`src/rtl/id_ex_ctrl_pipe.sv`:
```
// ID-stage decode and ID/EX control register: decodes the IF/ID instruction into the EX control bundle,
// interlocks load-use hazards for LOAD_USE_CYCLES bubbles, honours flush/hold, and traps unsupported opcodes.
module id_ex_ctrl_pipe #(
    parameter int unsigned LOAD_USE_CYCLES = 1,
    parameter bit          TRAP_ILLEGAL    = 1'b1
) (
    input  logic        clk,
    input  logic        rst,
    input  logic [31:0] id_instr,
    input  logic        id_valid,
    input  logic        ex_hold,
    input  logic        flush,
    output logic        id_stall,
    output logic        ex_valid,
    output logic        ex_pc_plus8,
    output logic        ex_reg_dest,
    output logic        ex_alu_reg_sel,
    output logic        ex_jal_ctrl,
    output logic        ex_reg_write,
    output logic        ex_mem_to_reg,
    output logic [3:0]  ex_alu_ctrl,
    output logic [2:0]  ex_alu_src_b,
    output logic [2:0]  ex_ldst_ctrl,
    output logic [3:0]  ex_jump_branch,
    output logic [4:0]  ex_rs,
    output logic [4:0]  ex_rt,
    output logic [4:0]  ex_wreg,
    output logic        ex_illegal,
    output logic        illegal_seen
);

    localparam logic [5:0] OP_RTYPE = 6'h00, OP_REGIMM = 6'h01, OP_J     = 6'h02, OP_JAL   = 6'h03;
    localparam logic [5:0] OP_BEQ   = 6'h04, OP_BNE    = 6'h05, OP_BLEZ  = 6'h06, OP_BGTZ  = 6'h07;
    localparam logic [5:0] OP_ADDIU = 6'h09, OP_SLTI   = 6'h0A, OP_SLTIU = 6'h0B, OP_ANDI  = 6'h0C;
    localparam logic [5:0] OP_ORI   = 6'h0D, OP_XORI   = 6'h0E, OP_LUI   = 6'h0F;
    localparam logic [5:0] OP_LB    = 6'h20, OP_LH     = 6'h21, OP_LW    = 6'h23, OP_LBU   = 6'h24;
    localparam logic [5:0] OP_LHU   = 6'h25, OP_SB     = 6'h28, OP_SH    = 6'h29, OP_SW    = 6'h2B;

    localparam logic [5:0] F_SLL  = 6'h00, F_SRL  = 6'h02, F_SRA  = 6'h03, F_SLLV = 6'h04;
    localparam logic [5:0] F_SRLV = 6'h06, F_SRAV = 6'h07, F_JR   = 6'h08, F_JALR = 6'h09;
    localparam logic [5:0] F_ADDU = 6'h21, F_SUBU = 6'h23, F_AND  = 6'h24, F_OR   = 6'h25;
    localparam logic [5:0] F_XOR  = 6'h26, F_NOR  = 6'h27, F_SLT  = 6'h2A, F_SLTU = 6'h2B;

    localparam logic [3:0] ALU_ADD = 4'd0, ALU_SUB = 4'd1, ALU_AND = 4'd2,  ALU_OR  = 4'd3;
    localparam logic [3:0] ALU_XOR = 4'd4, ALU_NOR = 4'd5, ALU_SLT = 4'd6,  ALU_SLTU = 4'd7;
    localparam logic [3:0] ALU_SLL = 4'd8, ALU_SRL = 4'd9, ALU_SRA = 4'd10, ALU_LUI = 4'd11;

    localparam logic [2:0] SRC_RT = 3'b000, SRC_RS = 3'b001, SRC_SEXT = 3'b010;
    localparam logic [2:0] SRC_ZEXT = 3'b011, SRC_ZERO = 3'b100, SRC_SHAMT = 3'b101;

    localparam logic [3:0] JB_JUMP = 4'b0001, JB_JR   = 4'b0010, JB_BEQ  = 4'b0011, JB_BNE  = 4'b0100;
    localparam logic [3:0] JB_BLEZ = 4'b0101, JB_BGTZ = 4'b0110, JB_BLTZ = 4'b0111, JB_BGEZ = 4'b1000;

    typedef enum logic [0:0] {ST_RUN = 1'b0, ST_STALL = 1'b1} state_t;

    typedef struct packed {
        logic       pc_plus8;
        logic       reg_dest;
        logic       alu_reg_sel;   // 1: ALU operand A is rt (shifts), 0: rs
        logic       jal_ctrl;
        logic       reg_write;
        logic       mem_to_reg;
        logic [3:0] alu_ctrl;
        logic [2:0] alu_src_b;
        logic [2:0] ldst_ctrl;
        logic [3:0] jump_branch;
        logic [4:0] rs;
        logic [4:0] rt;
        logic [4:0] wreg;
    } ctrl_t;

    // ALUdec: ALU operation from opcode/funct
    function automatic logic [3:0] alu_dec(input logic [5:0] op, input logic [5:0] fn);
        logic [3:0] res;
        res = ALU_ADD;
        case (op)
            OP_RTYPE: begin
                case (fn)
                    F_SLL, F_SLLV: res = ALU_SLL;
                    F_SRL, F_SRLV: res = ALU_SRL;
                    F_SRA, F_SRAV: res = ALU_SRA;
                    F_SUBU:        res = ALU_SUB;
                    F_AND:         res = ALU_AND;
                    F_OR:          res = ALU_OR;
                    F_XOR:         res = ALU_XOR;
                    F_NOR:         res = ALU_NOR;
                    F_SLT:         res = ALU_SLT;
                    F_SLTU:        res = ALU_SLTU;
                    default:       res = ALU_ADD;
                endcase
            end
            OP_BEQ, OP_BNE, OP_BLEZ, OP_BGTZ, OP_REGIMM: res = ALU_SUB;
            OP_SLTI:  res = ALU_SLT;
            OP_SLTIU: res = ALU_SLTU;
            OP_ANDI:  res = ALU_AND;
            OP_ORI:   res = ALU_OR;
            OP_XORI:  res = ALU_XOR;
            OP_LUI:   res = ALU_LUI;
            default:  res = ALU_ADD;
        endcase
        return res;
    endfunction

    function automatic logic [2:0] ldst_code(input logic [5:0] op);
        logic [2:0] res;
        case (op)
            OP_LB:   res = 3'b000;
            OP_LH:   res = 3'b001;
            OP_LW:   res = 3'b010;
            OP_LBU:  res = 3'b011;
            OP_LHU:  res = 3'b100;
            OP_SB:   res = 3'b101;
            OP_SH:   res = 3'b110;
            OP_SW:   res = 3'b111;
            default: res = 3'b000;
        endcase
        return res;
    endfunction

    logic [5:0] opcode_s, funct_s;
    logic [4:0] rd_s;
    logic       unused_shamt_s;
    ctrl_t      raw_s, dec_s;
    logic       legal_s, uses_rs_s, uses_rt_s, hazard_s;

    state_t     state_q, state_d;
    logic [2:0] cnt_q, cnt_d;
    ctrl_t      ex_q, ex_d;
    logic       ex_valid_q, ex_valid_d;
    logic       ex_illegal_q, ex_illegal_d;
    logic       illegal_seen_q, illegal_seen_d;

    assign opcode_s       = id_instr[31:26];
    assign funct_s        = id_instr[5:0];
    assign rd_s           = id_instr[15:11];
    assign unused_shamt_s = ^id_instr[10:6];

    // Instruction decode into the raw control bundle plus legality and source-usage flags
    always_comb begin
        raw_s           = '0;
        legal_s         = 1'b0;
        uses_rs_s       = 1'b0;
        uses_rt_s       = 1'b0;
        raw_s.rs        = id_instr[25:21];
        raw_s.rt        = id_instr[20:16];
        raw_s.alu_ctrl  = alu_dec(opcode_s, funct_s);
        raw_s.ldst_ctrl = ldst_code(opcode_s);
        case (opcode_s)
            OP_RTYPE: begin
                case (funct_s)
                    F_SLL, F_SRL, F_SRA: begin
                        legal_s = 1'b1; uses_rt_s = 1'b1;
                        raw_s.reg_dest = 1'b1; raw_s.reg_write = 1'b1;
                        raw_s.alu_reg_sel = 1'b1; raw_s.alu_src_b = SRC_SHAMT;
                    end
                    F_SLLV, F_SRLV, F_SRAV: begin
                        legal_s = 1'b1; uses_rs_s = 1'b1; uses_rt_s = 1'b1;
                        raw_s.reg_dest = 1'b1; raw_s.reg_write = 1'b1;
                        raw_s.alu_reg_sel = 1'b1; raw_s.alu_src_b = SRC_RS;
                    end
                    F_JR: begin
                        legal_s = 1'b1; uses_rs_s = 1'b1; raw_s.jump_branch = JB_JR;
                    end
                    F_JALR: begin
                        legal_s = 1'b1; uses_rs_s = 1'b1; raw_s.jump_branch = JB_JR;
                        raw_s.reg_dest = 1'b1; raw_s.reg_write = 1'b1; raw_s.pc_plus8 = 1'b1;
                    end
                    F_ADDU, F_SUBU, F_AND, F_OR, F_XOR, F_NOR, F_SLT, F_SLTU: begin
                        legal_s = 1'b1; uses_rs_s = 1'b1; uses_rt_s = 1'b1;
                        raw_s.reg_dest = 1'b1; raw_s.reg_write = 1'b1; raw_s.alu_src_b = SRC_RT;
                    end
                    default: legal_s = 1'b0;
                endcase
            end
            OP_LB, OP_LH, OP_LW, OP_LBU, OP_LHU: begin
                legal_s = 1'b1; uses_rs_s = 1'b1;
                raw_s.reg_write = 1'b1; raw_s.mem_to_reg = 1'b1; raw_s.alu_src_b = SRC_SEXT;
            end
            OP_SB, OP_SH, OP_SW: begin
                legal_s = 1'b1; uses_rs_s = 1'b1; uses_rt_s = 1'b1; raw_s.alu_src_b = SRC_SEXT;
            end
            OP_ADDIU, OP_SLTI, OP_SLTIU: begin
                legal_s = 1'b1; uses_rs_s = 1'b1; raw_s.reg_write = 1'b1; raw_s.alu_src_b = SRC_SEXT;
            end
            OP_ANDI, OP_ORI, OP_XORI: begin
                legal_s = 1'b1; uses_rs_s = 1'b1; raw_s.reg_write = 1'b1; raw_s.alu_src_b = SRC_ZEXT;
            end
            OP_LUI: begin
                legal_s = 1'b1; raw_s.reg_write = 1'b1; raw_s.alu_src_b = SRC_ZEXT;
            end
            OP_J: begin
                legal_s = 1'b1; raw_s.jump_branch = JB_JUMP;
            end
            OP_JAL: begin
                legal_s = 1'b1; raw_s.jump_branch = JB_JUMP; raw_s.jal_ctrl = 1'b1;
                raw_s.pc_plus8 = 1'b1; raw_s.reg_write = 1'b1;
            end
            OP_BEQ, OP_BNE: begin
                legal_s = 1'b1; uses_rs_s = 1'b1; uses_rt_s = 1'b1; raw_s.alu_src_b = SRC_RT;
                raw_s.jump_branch = (opcode_s == OP_BEQ) ? JB_BEQ : JB_BNE;
            end
            OP_BLEZ, OP_BGTZ: begin
                legal_s = 1'b1; uses_rs_s = 1'b1; raw_s.alu_src_b = SRC_ZERO;
                raw_s.jump_branch = (opcode_s == OP_BLEZ) ? JB_BLEZ : JB_BGTZ;
            end
            OP_REGIMM: begin
                legal_s = 1'b1; uses_rs_s = 1'b1; raw_s.alu_src_b = SRC_ZERO;
                raw_s.jump_branch = (id_instr[20:16] == 5'd0) ? JB_BLTZ : JB_BGEZ;
            end
            default: legal_s = 1'b0;
        endcase
        raw_s.wreg = raw_s.jal_ctrl ? 5'd31 : (raw_s.reg_dest ? rd_s : id_instr[20:16]);
    end

    // Unsupported instructions decode to an all-zero bundle (a valid NOP when not trapped)
    assign dec_s = legal_s ? raw_s : '0;

    assign hazard_s = id_valid & ex_valid_q & ex_q.mem_to_reg & (ex_q.wreg != 5'd0) &
                      ((legal_s & uses_rs_s & (id_instr[25:21] == ex_q.wreg)) |
                       (legal_s & uses_rt_s & (id_instr[20:16] == ex_q.wreg)));

    // Per-cycle priority: flush, hold, interlock countdown, hazard, then normal issue
    always_comb begin
        state_d        = state_q;
        cnt_d          = cnt_q;
        ex_d           = ex_q;
        ex_valid_d     = ex_valid_q;
        ex_illegal_d   = 1'b0;
        illegal_seen_d = illegal_seen_q;
        id_stall       = 1'b0;
        if (rst) begin
            id_stall = 1'b0;
        end else if (flush) begin
            ex_d = '0; ex_valid_d = 1'b0; state_d = ST_RUN; cnt_d = 3'd0;
        end else if (ex_hold) begin
            id_stall = 1'b1;
        end else if (state_q == ST_STALL) begin
            ex_d = '0; ex_valid_d = 1'b0; id_stall = 1'b1;
            cnt_d = cnt_q - 3'd1;
            if (cnt_q == 3'd1) begin
                state_d = ST_RUN;
            end else begin
                state_d = ST_STALL;
            end
        end else if (hazard_s) begin
            ex_d = '0; ex_valid_d = 1'b0; id_stall = 1'b1;
            if (LOAD_USE_CYCLES > 1) begin
                state_d = ST_STALL;
                cnt_d   = 3'(LOAD_USE_CYCLES - 1);
            end else begin
                state_d = ST_RUN;
            end
        end else if (!id_valid) begin
            ex_d = '0; ex_valid_d = 1'b0;
        end else if (!legal_s && TRAP_ILLEGAL) begin
            ex_d = '0; ex_valid_d = 1'b0; ex_illegal_d = 1'b1; illegal_seen_d = 1'b1;
        end else begin
            ex_d = dec_s; ex_valid_d = 1'b1;
        end
    end

    // ID/EX register and interlock state
    always_ff @(posedge clk) begin
        if (rst) begin
            state_q        <= ST_RUN;
            cnt_q          <= 3'd0;
            ex_q           <= '0;
            ex_valid_q     <= 1'b0;
            ex_illegal_q   <= 1'b0;
            illegal_seen_q <= 1'b0;
        end else begin
            state_q        <= state_d;
            cnt_q          <= cnt_d;
            ex_q           <= ex_d;
            ex_valid_q     <= ex_valid_d;
            ex_illegal_q   <= ex_illegal_d;
            illegal_seen_q <= illegal_seen_d;
        end
    end

    assign ex_valid       = ex_valid_q;
    assign ex_pc_plus8    = ex_q.pc_plus8;
    assign ex_reg_dest    = ex_q.reg_dest;
    assign ex_alu_reg_sel = ex_q.alu_reg_sel;
    assign ex_jal_ctrl    = ex_q.jal_ctrl;
    assign ex_reg_write   = ex_q.reg_write;
    assign ex_mem_to_reg  = ex_q.mem_to_reg;
    assign ex_alu_ctrl    = ex_q.alu_ctrl;
    assign ex_alu_src_b   = ex_q.alu_src_b;
    assign ex_ldst_ctrl   = ex_q.ldst_ctrl;
    assign ex_jump_branch = ex_q.jump_branch;
    assign ex_rs          = ex_q.rs;
    assign ex_rt          = ex_q.rt;
    assign ex_wreg        = ex_q.wreg;
    assign ex_illegal     = ex_illegal_q;
    assign illegal_seen   = illegal_seen_q;

endmodule
```
`config.mk`:
```
export PLATFORM = sky130hd
export DESIGN_NAME = id_ex_ctrl_pipe
export DESIGN_NICKNAME = d
export VERILOG_FILES = /design/src/rtl/id_ex_ctrl_pipe.sv
export SDC_FILE = /design/constraint.sdc
export NUM_CORES = 1
export LEC_CHECK = 0
export CAP_MARGIN = 20
export CORE_ASPECT_RATIO = 0.9
export CORE_MARGIN = 10
export CORE_UTILIZATION = 44
export CTS_BUF_LIST = sky130_fd_sc_hd__clkbuf_4
export DETAILED_ROUTE_END_ITERATION = 10
export PLACE_DENSITY = 0.79
export SLEW_MARGIN = 20
export SYNTH_ARGS = -nofsm -noshare
export SYNTH_HDL_FRONTEND = slang
export SYNTH_SLANG_ARGS = --single-unit
```
`constraint.sdc`:
```
create_clock -name clk -period 2.3 [get_ports clk]
set_input_delay 0.345 -clock clk [delete_from_list [all_inputs] [get_ports clk]]
set_output_delay 0.345 -clock clk [all_outputs]
set_load 0.01 [all_outputs]
```
Word-level counts from Yosys, hierarchy flattened

Memory sizes are Yosys's and may differ from the RTL's.
Cells that the tools add are included.

Register bits: 42
Latch bits: 0
Bits in writable memories: 0
Memory bits (read-only): 256
Input port bits: 37
Output and inout bits: 39
Word-level logic and storage cells: 144
Memories kept: 1

Add/subtract/negate cells: 1
$mul: 0
Divide/modulo/power cells: 0
Order comparisons: 0
Equality and inequality tests: 40
Shifts and indexed selects: 0
Mux-type cells: 41
Bitwise gates (word level): 15
Reduce and logical (&&, ||, !) cells: 28

Memories:

| name            | words | bits a word | rd ports | clocked after memory_dff | write ports | line | RTL |
|---|---|---|---|---|---|---|---|
| (no name shown) | 64    | 4           | 1        | 0                        | 0           | 78   | `case (fn)` |

Operators by type and width:

| cell                                                            | count |
|---|---|
| 35-bit two-way mux                                              | 4 |
| 6-bit == test, second input constant                            | 16 |
| 6-bit by 4-bit == test with 1-bit output, second input constant | 9 |
| 6-bit by 3-bit == test with 1-bit output, second input constant | 7 |
| 4-bit one-hot mux with 8 select lines                           | 1 |
| 13-bit OR reduction                                             | 2 |
| 6-bit by 2-bit == test with 1-bit output, second input constant | 4 |
| 22-bit OR reduction                                             | 1 |
| 3-bit one-hot mux with 7 select lines                           | 1 |
| 1-bit two-way mux                                               | 20 |
| 4-bit one-hot mux with 5 select lines                           | 1 |
| 19-bit OR reduction                                             | 1 |
| 16-bit OR reduction                                             | 1 |
| 15-bit OR reduction                                             | 1 |
| 5-bit OR reduction                                              | 3 |
| 14-bit OR reduction                                             | 1 |
| 6-bit logical NOT                                               | 2 |
| 3-bit one-hot mux with 4 select lines                           | 1 |
| 6-bit OR reduction                                              | 2 |
| 11-bit OR reduction                                             | 1 |
| 5-bit == test                                                   | 2 |
| 5-bit two-way mux                                               | 2 |
| 1-bit one-hot mux with 2 select lines                           | 5 |
| 2-bit OR reduction                                              | 5 |
| 16 further kinds                                                | 32 |

Longest topological paths before layout

Gate-level depths: netlist of run 1.

Depth in word-level cells: 13
Gate-level depth with buffers: 8
Mapped depth without buffers: 6

Worst setup path after synthesis of run 1

OpenSTA, ideal clock, no wires.

Path type: in2out
From: input port id_instr[29]
To: output port id_stall
Arrival: 2.203 ns
Required time: 1.955 ns
Path slack: -0.248 ns
Stages: 8
Path buffers: 2
Cell sequence: buf_6 > or3_4 > nor4b_4 > and3_1 > o2111ai_2 > a221oi_2 > buf_2 > o31a_1

Word-level cells in the longest chain between the ends: 12
Elaborated cells on any way between the ends: 40
Those cells by class: eq/ne (22); mux (8); bitwise (6); reduce/logical (4)

Ends and longest elaborated chain:

| item                                                                   | line     | RTL |
|---|---|---|
| start: declaration                                                     | 9        | `input logic [31:0] id_instr,` |
| 6-bit by 3-bit == test with 1-bit output, or another cell as far along | 148      | `case (opcode_s)` |
| 22-bit OR reduction (no source line), or another cell as far along     | --       |  |
| 1-bit one-hot mux with 2 select lines                                  | 148      |  |
| 1-bit AND (on tied branches) (2 in a row)                              | 219, 220 |  |
| 1-bit OR *                                                             | 219      | `((legal_s & uses_rs_s & (id_instr[25:21] == ex_q.wreg)) \|` |
| 1-bit AND *                                                            | 218      | `assign hazard_s = id_valid & ex_valid_q & ex_q.mem_to_reg & (ex_q.wreg != 5'd0) &` |
| 1-bit two-way mux *                                                    | 245      | `end else if (hazard_s) begin` |
| 1-bit two-way mux *                                                    | 237      | `end else if (state_q == ST_STALL) begin` |
| 1-bit two-way mux *                                                    | 235      | `end else if (ex_hold) begin` |
| 1-bit two-way mux *                                                    | 233      | `end else if (flush) begin` |
| 1-bit two-way mux *                                                    | 231      | `if (rst) begin` |
| end: declaration                                                       | 13       | `output logic id_stall,` |

Mark *: on every way between the ends. The rest lies on a longest branch, timed or not.

Worst setup path after layout of run 1

Ends and elaborated chain as after synthesis.

==> results of run 1 <==
## area by class of cell
type	instances	area (um^2)
tap	67	83.8
fill	459	1490
clock buffer	6	45.0
multi-input combinational	225	1540
sequential	42	841
timing repair buffer	144	1230
clock inverter	2	13.8
inverter	13	48.8
## repair_timing
| action | CTS | global route |
|---|---|---|
| endpoints found under the setup margin | 30 | 2 |
| pin swaps | 9 | 8 |
| hold buffers | 0 | 0 |
| gates resized for setup | 46 | 11 |
| setup buffers | 4 | 2 |
## metrics by stage
step / setup slack, ns / util
final: -0.224 / 0.719
after floorplan: -0.183 / -
after global routing: -0.334 / 0.719
after global placement: -0.966 / 0.684
after detailed placement: -1.01 / 0.684
after CTS: -0.178 / 0.709
## final timing paths
path / cells after the start / to / start / slack (ns)
min: 2 / ex_alu_src_b[0]$_SDFFE_PP0N_ / ex_alu_src_b[0]$_SDFFE_PP0N_ / 0.46
min reg2reg: 2 / ex_alu_src_b[0]$_SDFFE_PP0N_ / ex_alu_src_b[0]$_SDFFE_PP0N_ / 0.46
max: 8 / id_stall / id_instr[29] / -0.22
max reg2reg: 7 / ex_reg_write$_SDFFE_PP0N_ / ex_wreg[1]$_SDFFE_PP0N_ / 0.18
## critical path, stage by stage
cell and delay, ns:
buf_6 0.10, or3_4 0.39, nor4b_4 0.36, a32o_2 0.26
o21ai_1 0.14, a221oi_4 0.29, o31a_1 0.16, buf_2 0.13
## power groups by stage
stage / registers (W) / clock network (W) / logic, W
after global routing: 0.000738 / 0.000432 / 0.000349
final: 0.000737 / 0.000394 / 0.000325
after CTS: 0.000737 / 0.000400 / 0.000311
after floorplan: 0.000756 / 0 / 0.000126
after global placement: 0.000753 / 0 / 0.000300
after detailed placement: 0.000753 / 0 / 0.000303
## logic make-up after synthesis
group / Yosys count / synth area share
fa+ha+maj: 2 / 0.0103
compound gates: 97 / 0.284
simple gates: 111 / 0.242
flops: 42 / 0.347
xor+xnor: 14 / 0.0506
mux: 1 / 0.00413
buf+inv: 35 / 0.0615
## metal layers
layer  vias up  GRT usage  wire [um]
met2       105      0.286       3990
met4         0     0.0489         77
met5         -          0          0
met3        11     0.0559        619
met1      1298      0.223       3760
li1       1371          -          -
## layout by cell type (no fill, tap or decap), types with 3 or more instances in the layout
cell type | Yosys | layout
buf_4 | 0 | 73
clkdlybuf4s50_1 | 0 | 57
nand2_1 | 42 | 42
dfxtp_1 | 42 | 42
o21ai_0 | 25 | 23
nor2_1 | 16 | 15
a32o_1 | 16 | 15
a21oi_1 | 14 | 14
inv_1 | 13 | 13
xnor2_1 | 9 | 9
o31ai_1 | 10 | 8
nor3_1 | 6 | 6
o211ai_1 | 6 | 6
clkbuf_4 | 0 | 6
nand2b_1 | 5 | 5
and2_1 | 5 | 5
xor2_1 | 5 | 5
dlygate4sd2_1 | 0 | 5
nor2b_1 | 6 | 4
nand3_1 | 4 | 4
o21ai_1 | 2 | 4
nand4b_1 | 4 | 4
o22ai_1 | 4 | 4
buf_2 | 2 | 4
nor3b_1 | 3 | 3
buf_6 | 2 | 3
==> key figures, run 1 <==
Clocking
  – Htree depth: 2
  – Root Driver: clkbuf_4
  – Worst-path clk slew: 0.13 ns
  – Max Root-Sink Buffers: 2
  – CTS Buf Count: 5
  – CTS tree: done
  – Clk sinks: 42
  – Worst skew pair latency: 0.38 ns

Synth
  – Area leader, netlist: dfxtp_1
  – Synth area leaders: dfxtp_1 35%, a32o_1 6.6%, nand2_1 6.5%, o21ai_0 5.2%, xnor2_1 3.3%
  – Number of synthesized flops with an enable pin: 0
  – Asr flop ratio synth: 0
  – FF+latch count, synth: 42
  – YS warnings: 0
  – Cells after synthesis: 302
  – Post-synth cell types: 53
  – Synth top cells by count: 42 x dfxtp_1, 42 x nand2_1, 25 x o21ai_0
  – Synth top area share: 0.347
  – Sequential share of the synthesized area: 0.347
  – Top FF cell, synth: dfxtp_1
  – Mapped Nets: 341
  – Cell Area, Synth: 2420 um^2
  – Synthesized area per cell: 8.02 um^2

Floorplan
  – Die Wd: 98.2 um
  – DIE HEIGHT: 90.4 um
  – Site row count: 25
  – Initial Utilization: 0.458
  – Boundary pin count: 76
  – Die area: 8880 um^2
  – Core box area: 5290 um^2

Global route
  – Largest net degree at the start of global routing: 23
  – GR Overflow Total: 0
  – Tot GR Track Use: 0.178
  – First-pass GRT wire length: 13,500 um
  – Initial antenna violation count: 0
  – Vias in the first global route: 2,756

Power and ir drop
  – Worst VDD drop: 0.305 mV
  – Clock power share: 0.271
  – Lkg Pwr: 1.49 nW
  – PD cells: 383 nW/um^2
  – Overall power: 0.00146 W
  – Gate power share: 0.223
  – Pint: 0.00103 W
  – Net Sw Power: 0.000424 W
  – Flop pwr share: 0.506
  – Switching share of power: 0.291

Run
  – Number of max-cap violations: 0

Setup path
  – Worst-path fanout max: 4
  – Critical path class: input port to output port
  – CP Data Arrival Time: 2.18 ns
  – CP required: 1.96 ns
  – Crit. End Element: output port
  – Crit path launch type: input port

Timing
  – Fin crit period: 2.52 ns
  – Fmax: 396 MHz
  – Final Cycle Share: 1.10
  – Max-slew headroom: 0.719
  – RSZ-0062 raised after global routing: true
  – Max-slew violations: 0
  – Clock Skew: 0.0135 ns
  – Final Hold Fails: 0
  – Actual slew at the worst max-slew pin: 0.416 ns
  – Worst setup margin: -0.224 ns
  – Worst hold slack: 0.456 ns
  – Setup TNS: -0.224 ns
  – Final setup violating endpoints: 1

Placed design
  – RePlAce Congestion: 0.969
  – Placed Cells incl. Taps: 485
  – DP HPWL: 6380 um
  – PortBufs: 70
  – DP Area: 3620 um^2

Final layout
  – Number of diodes: 0
  – Fin area: 3800 um^2
  – Syn-to-layout area delta: 56.9%
  – Fin cells: 499
  – Final nets: 470
  – Share of layout cells above drive strength 1: 0.252

Detailed routing
  – DRT Pass-1 Iters: 7
  – Vias: 2,785
  – Post-route DRC: 0
  – Final ANT Viol Nets: 0
  – Final WL: 8450 um
  – WL/cell: 16.9 um
  – Vias per cell: 5.58
  – Detailed Route Iter0 Violations: 218

Run status
  – Failing checks: negative setup slack
  – Outcome: finished with violations

Min path
  – Hold crit path type: register to register
(Power assumes the default switching activity.)
==> inputs of run 2 (changes only) <==
--- a/constraint.sdc
+++ b/constraint.sdc
@@ -3,2 +3,2 @@
 set_output_delay 0.345 -clock clk [all_outputs]
-set_load 0.01 [all_outputs]
+set_load 0.1 [all_outputs]
==> run 2 against run 1 <==
Net effect: the flow still finishes with violations (negative setup slack); sequential share of layout area is 1.1 points higher; non-clock buffer count is 15 lower; via count is 3.3% lower; critical path type unchanged; hold slack worse by 0.0025 ns; sequential power hardly changed; fmax is 3.2% lower; power is 8.1% higher; first-iteration DRC count is 36% lower; critical path depth stayed put; largest power group unchanged.
==> key figures, run 2 (synthesis results as in run 1) <==
Placed design
  – DP HPWL: 6140 um (-3.8%)
  – Pre-CTS setup slack: -0.674 ns (+0.334 ns)
  – DP Area: 3470 um^2 (-4.2%)
  – PortBufs: 70 (unchanged)
  – Placed Cells incl. Taps: 471 (-2.9%)
  – RePlAce Congestion: 0.957 (-1.2%)

Setup path
  – CP delay by family, top: simple AND/OR/NAND/NOR gates
  – Worst R2R Path Depth: 5 (-2)
  – CP Data Arrival Time: 2.26 ns (+0.08 ns)
  – Worst-path fanout max: 4 (unchanged)
  – CP max-delay cell: or3_4
  – Critical path class: input port to output port
  – Crit path launch type: input port
  – R2R Path End: ex_rs[3]$_SDFFE_PP0N_
  – Minimum setup slack among reg-to-reg paths: 0.25 ns (+0.07 ns)
  – Worst Path Buf+Inv: 2 (unchanged)
  – Crit. End Element: output port
  – RR Startpoint: ex_wreg[1]$_SDFFE_PP0N_
  – Crit path launch: id_instr[31]
  – Crit path largest cell delay: 0.40 ns (about the same)
  – Worst-path cell chain: buf_6, or3_4, nor4b_4, and3_4, o2111ai_4, a221oi_4, o31a_4, buf_12
  – WP depth: 8 (unchanged)
  – CP required: 1.96 ns (about the same)

Detailed routing
  – Vias per cell: 5.56 (-0.31%)
  – Vias: 2,693 (-3.3%)
  – Top routing layer used: met4
  – WL met2: 3610 um (-9.5%)
  – WL met1: 3490 um (-7.3%)
  – Detailed Route Iter0 Violations: 140 (-36%)
  – WL met3: 671 um (+8.4%)
  – DRT Pass-1 Iters: 5 (-2)
  – WL/cell: 16.2 um (-4.2%)
  – Post-route DRC: 0 (unchanged)
  – Final WL: 7850 um (-7.1%)
  – Final ANT Viol Nets: 0 (unchanged)

Global route
  – Vias in the first global route: 2,684 (-2.6%)
  – First-pass GRT wire length: 13,400 um (-0.62%)
  – Largest net degree at the start of global routing: 31 (+35%)
  – Initial antenna violation count: 0 (unchanged)
  – GR Overflow Total: 0 (unchanged)
  – Tot GR Track Use: 0.176 (-0.00253)

Run status
  – Outcome: finished with violations
  – Failing checks: negative setup slack

Clocking
  – Worst-path clk slew: 0.12 ns (about the same)
  – Root Driver: clkbuf_4
  – Worst skew pair latency: 0.35 ns (-0.03 ns)
  – Htree depth: 2 (unchanged)
  – CTS tree: done
  – Max Root-Sink Buffers: 2 (unchanged)
  – Clk sinks: 42 (unchanged)
  – CTS Buf Count: 5 (unchanged)

Final layout
  – Fin area: 3650 um^2 (-4.0%)
  – Final Util: 0.690 (-0.0286)
  – Fill cells: 451 (-1.7%)
  – Share of layout cells above drive strength 1: 0.314 (+0.0618)
  – Sequential Area: 847 um^2 (+0.74%)
  – Multi-input logic area: 1510 um^2 (-2.0%)
  – Number of diodes: 0 (unchanged)
  – Commonest non-fill, non-tap cell in the layout: buf_4
  – Final nets: 455 (-3.2%)
  – Fin cells: 484 (-3.0%)
  – Commonest cells after routing, fill and taps aside: 93 x buf_4, 42 x nand2_1, 37 x dfxtp_1
  – Syn-to-layout area delta: 50.6%

Floorplan
  – Initial Utilization: 0.458 (unchanged)
  – DIE HEIGHT: 90.4 um (unchanged)
  – Core box area: 5290 um^2 (unchanged)
  – Die area: 8880 um^2 (unchanged)
  – Site row count: 25 (unchanged)
  – Boundary pin count: 76 (unchanged)
  – Die Wd: 98.2 um (unchanged)

Timing
  – Setup TNS: -0.307 ns (-0.0832 ns)
  – Actual slew at the worst max-slew pin: 0.373 ns (-0.0429 ns)
  – RSZ-0062 raised after global routing: true
  – Max-slew violations: 0 (unchanged)
  – Final setup violating endpoints: 1 (unchanged)
  – Worst setup margin: -0.307 ns (-0.0832 ns)
  – Final Hold Fails: 0 (unchanged)
  – Fmax: 384 MHz (-3.2%)
  – Fin crit period: 2.61 ns (+0.0832 ns)
  – Clock Skew: 0.0112 ns (-0.00233 ns)
  – Final Cycle Share: 1.13 (+0.0362)
  – Max-slew headroom: 0.749 (+0.0303)

Power and ir drop
  – Lkg Pwr: 1.50 nW (+0.87%)
  – PD cells: 431 nW/um^2 (+13%)
  – Worst VDD drop: 0.269 mV (-12%)

Min path
  – Worst hold start: ex_alu_src_b[0]$_SDFFE_PP0N_
  – Hold crit path type: register to register
  – Hold endpoint: ex_alu_src_b[0]$_SDFFE_PP0N_
  – Hold path depth: 2 (unchanged)

Run
  – Number of max-cap violations: 0 (unchanged)
## run 2: cell type report
type,instances,share of cell area
Sequential cell,42,0.232
Clock inverter,3,0.0120
Multi-Input combinational cell,225,0.413
Inverter,13,0.0134
Tap cell,67,0.0230
Clock buffer,5,0.0103
Timing Repair Buffer,129,0.296
## run 2: power breakdown
part	switching (W)	internal (W)	total [W]
Combinational	0.000194	0.000158	0.000352
Clock	0.000253	0.000231	0.000484
Sequential	0.00000400	0.000733	0.000737
Total	0.000451	0.00112	0.00157
## run 2: worst min-delay path: stages (launching register included)
cell     delay (ns)
dfxtp_1        0.33
nand2_1        0.05
o21ai_1        0.05
## run 2: per-layer routing
layer  global-route usage  up-vias
li1                     -     1329
met1                0.220     1268
met2                0.284       90
met3               0.0581        6
met4               0.0418        0
met5                    0        -
## run 2: stage by stage
stage	total power, W	hold slack [ns]
after floorplan	0.000928	0.422
after global placement	0.00110	0.435
after detailed placement	0.00110	0.437
after CTS	0.00158	0.455
after global routing	0.00164	0.474
final	0.00157	0.453
## run 2: worst max path at each step
stage,end
2_1_floorplan,id_stall
3_3_place_gp,id_stall
3_5_place_dp,id_stall
4_1_cts,id_stall
5_1_grt,id_stall
6_report,id_stall
## run 2: timing repair
item,4_1_cts,5_1_grt
setup buffers,3,2
gates resized for setup,33,6
setup endpoints to repair,21,1
hold buffers,0,0
pin swaps,10,7
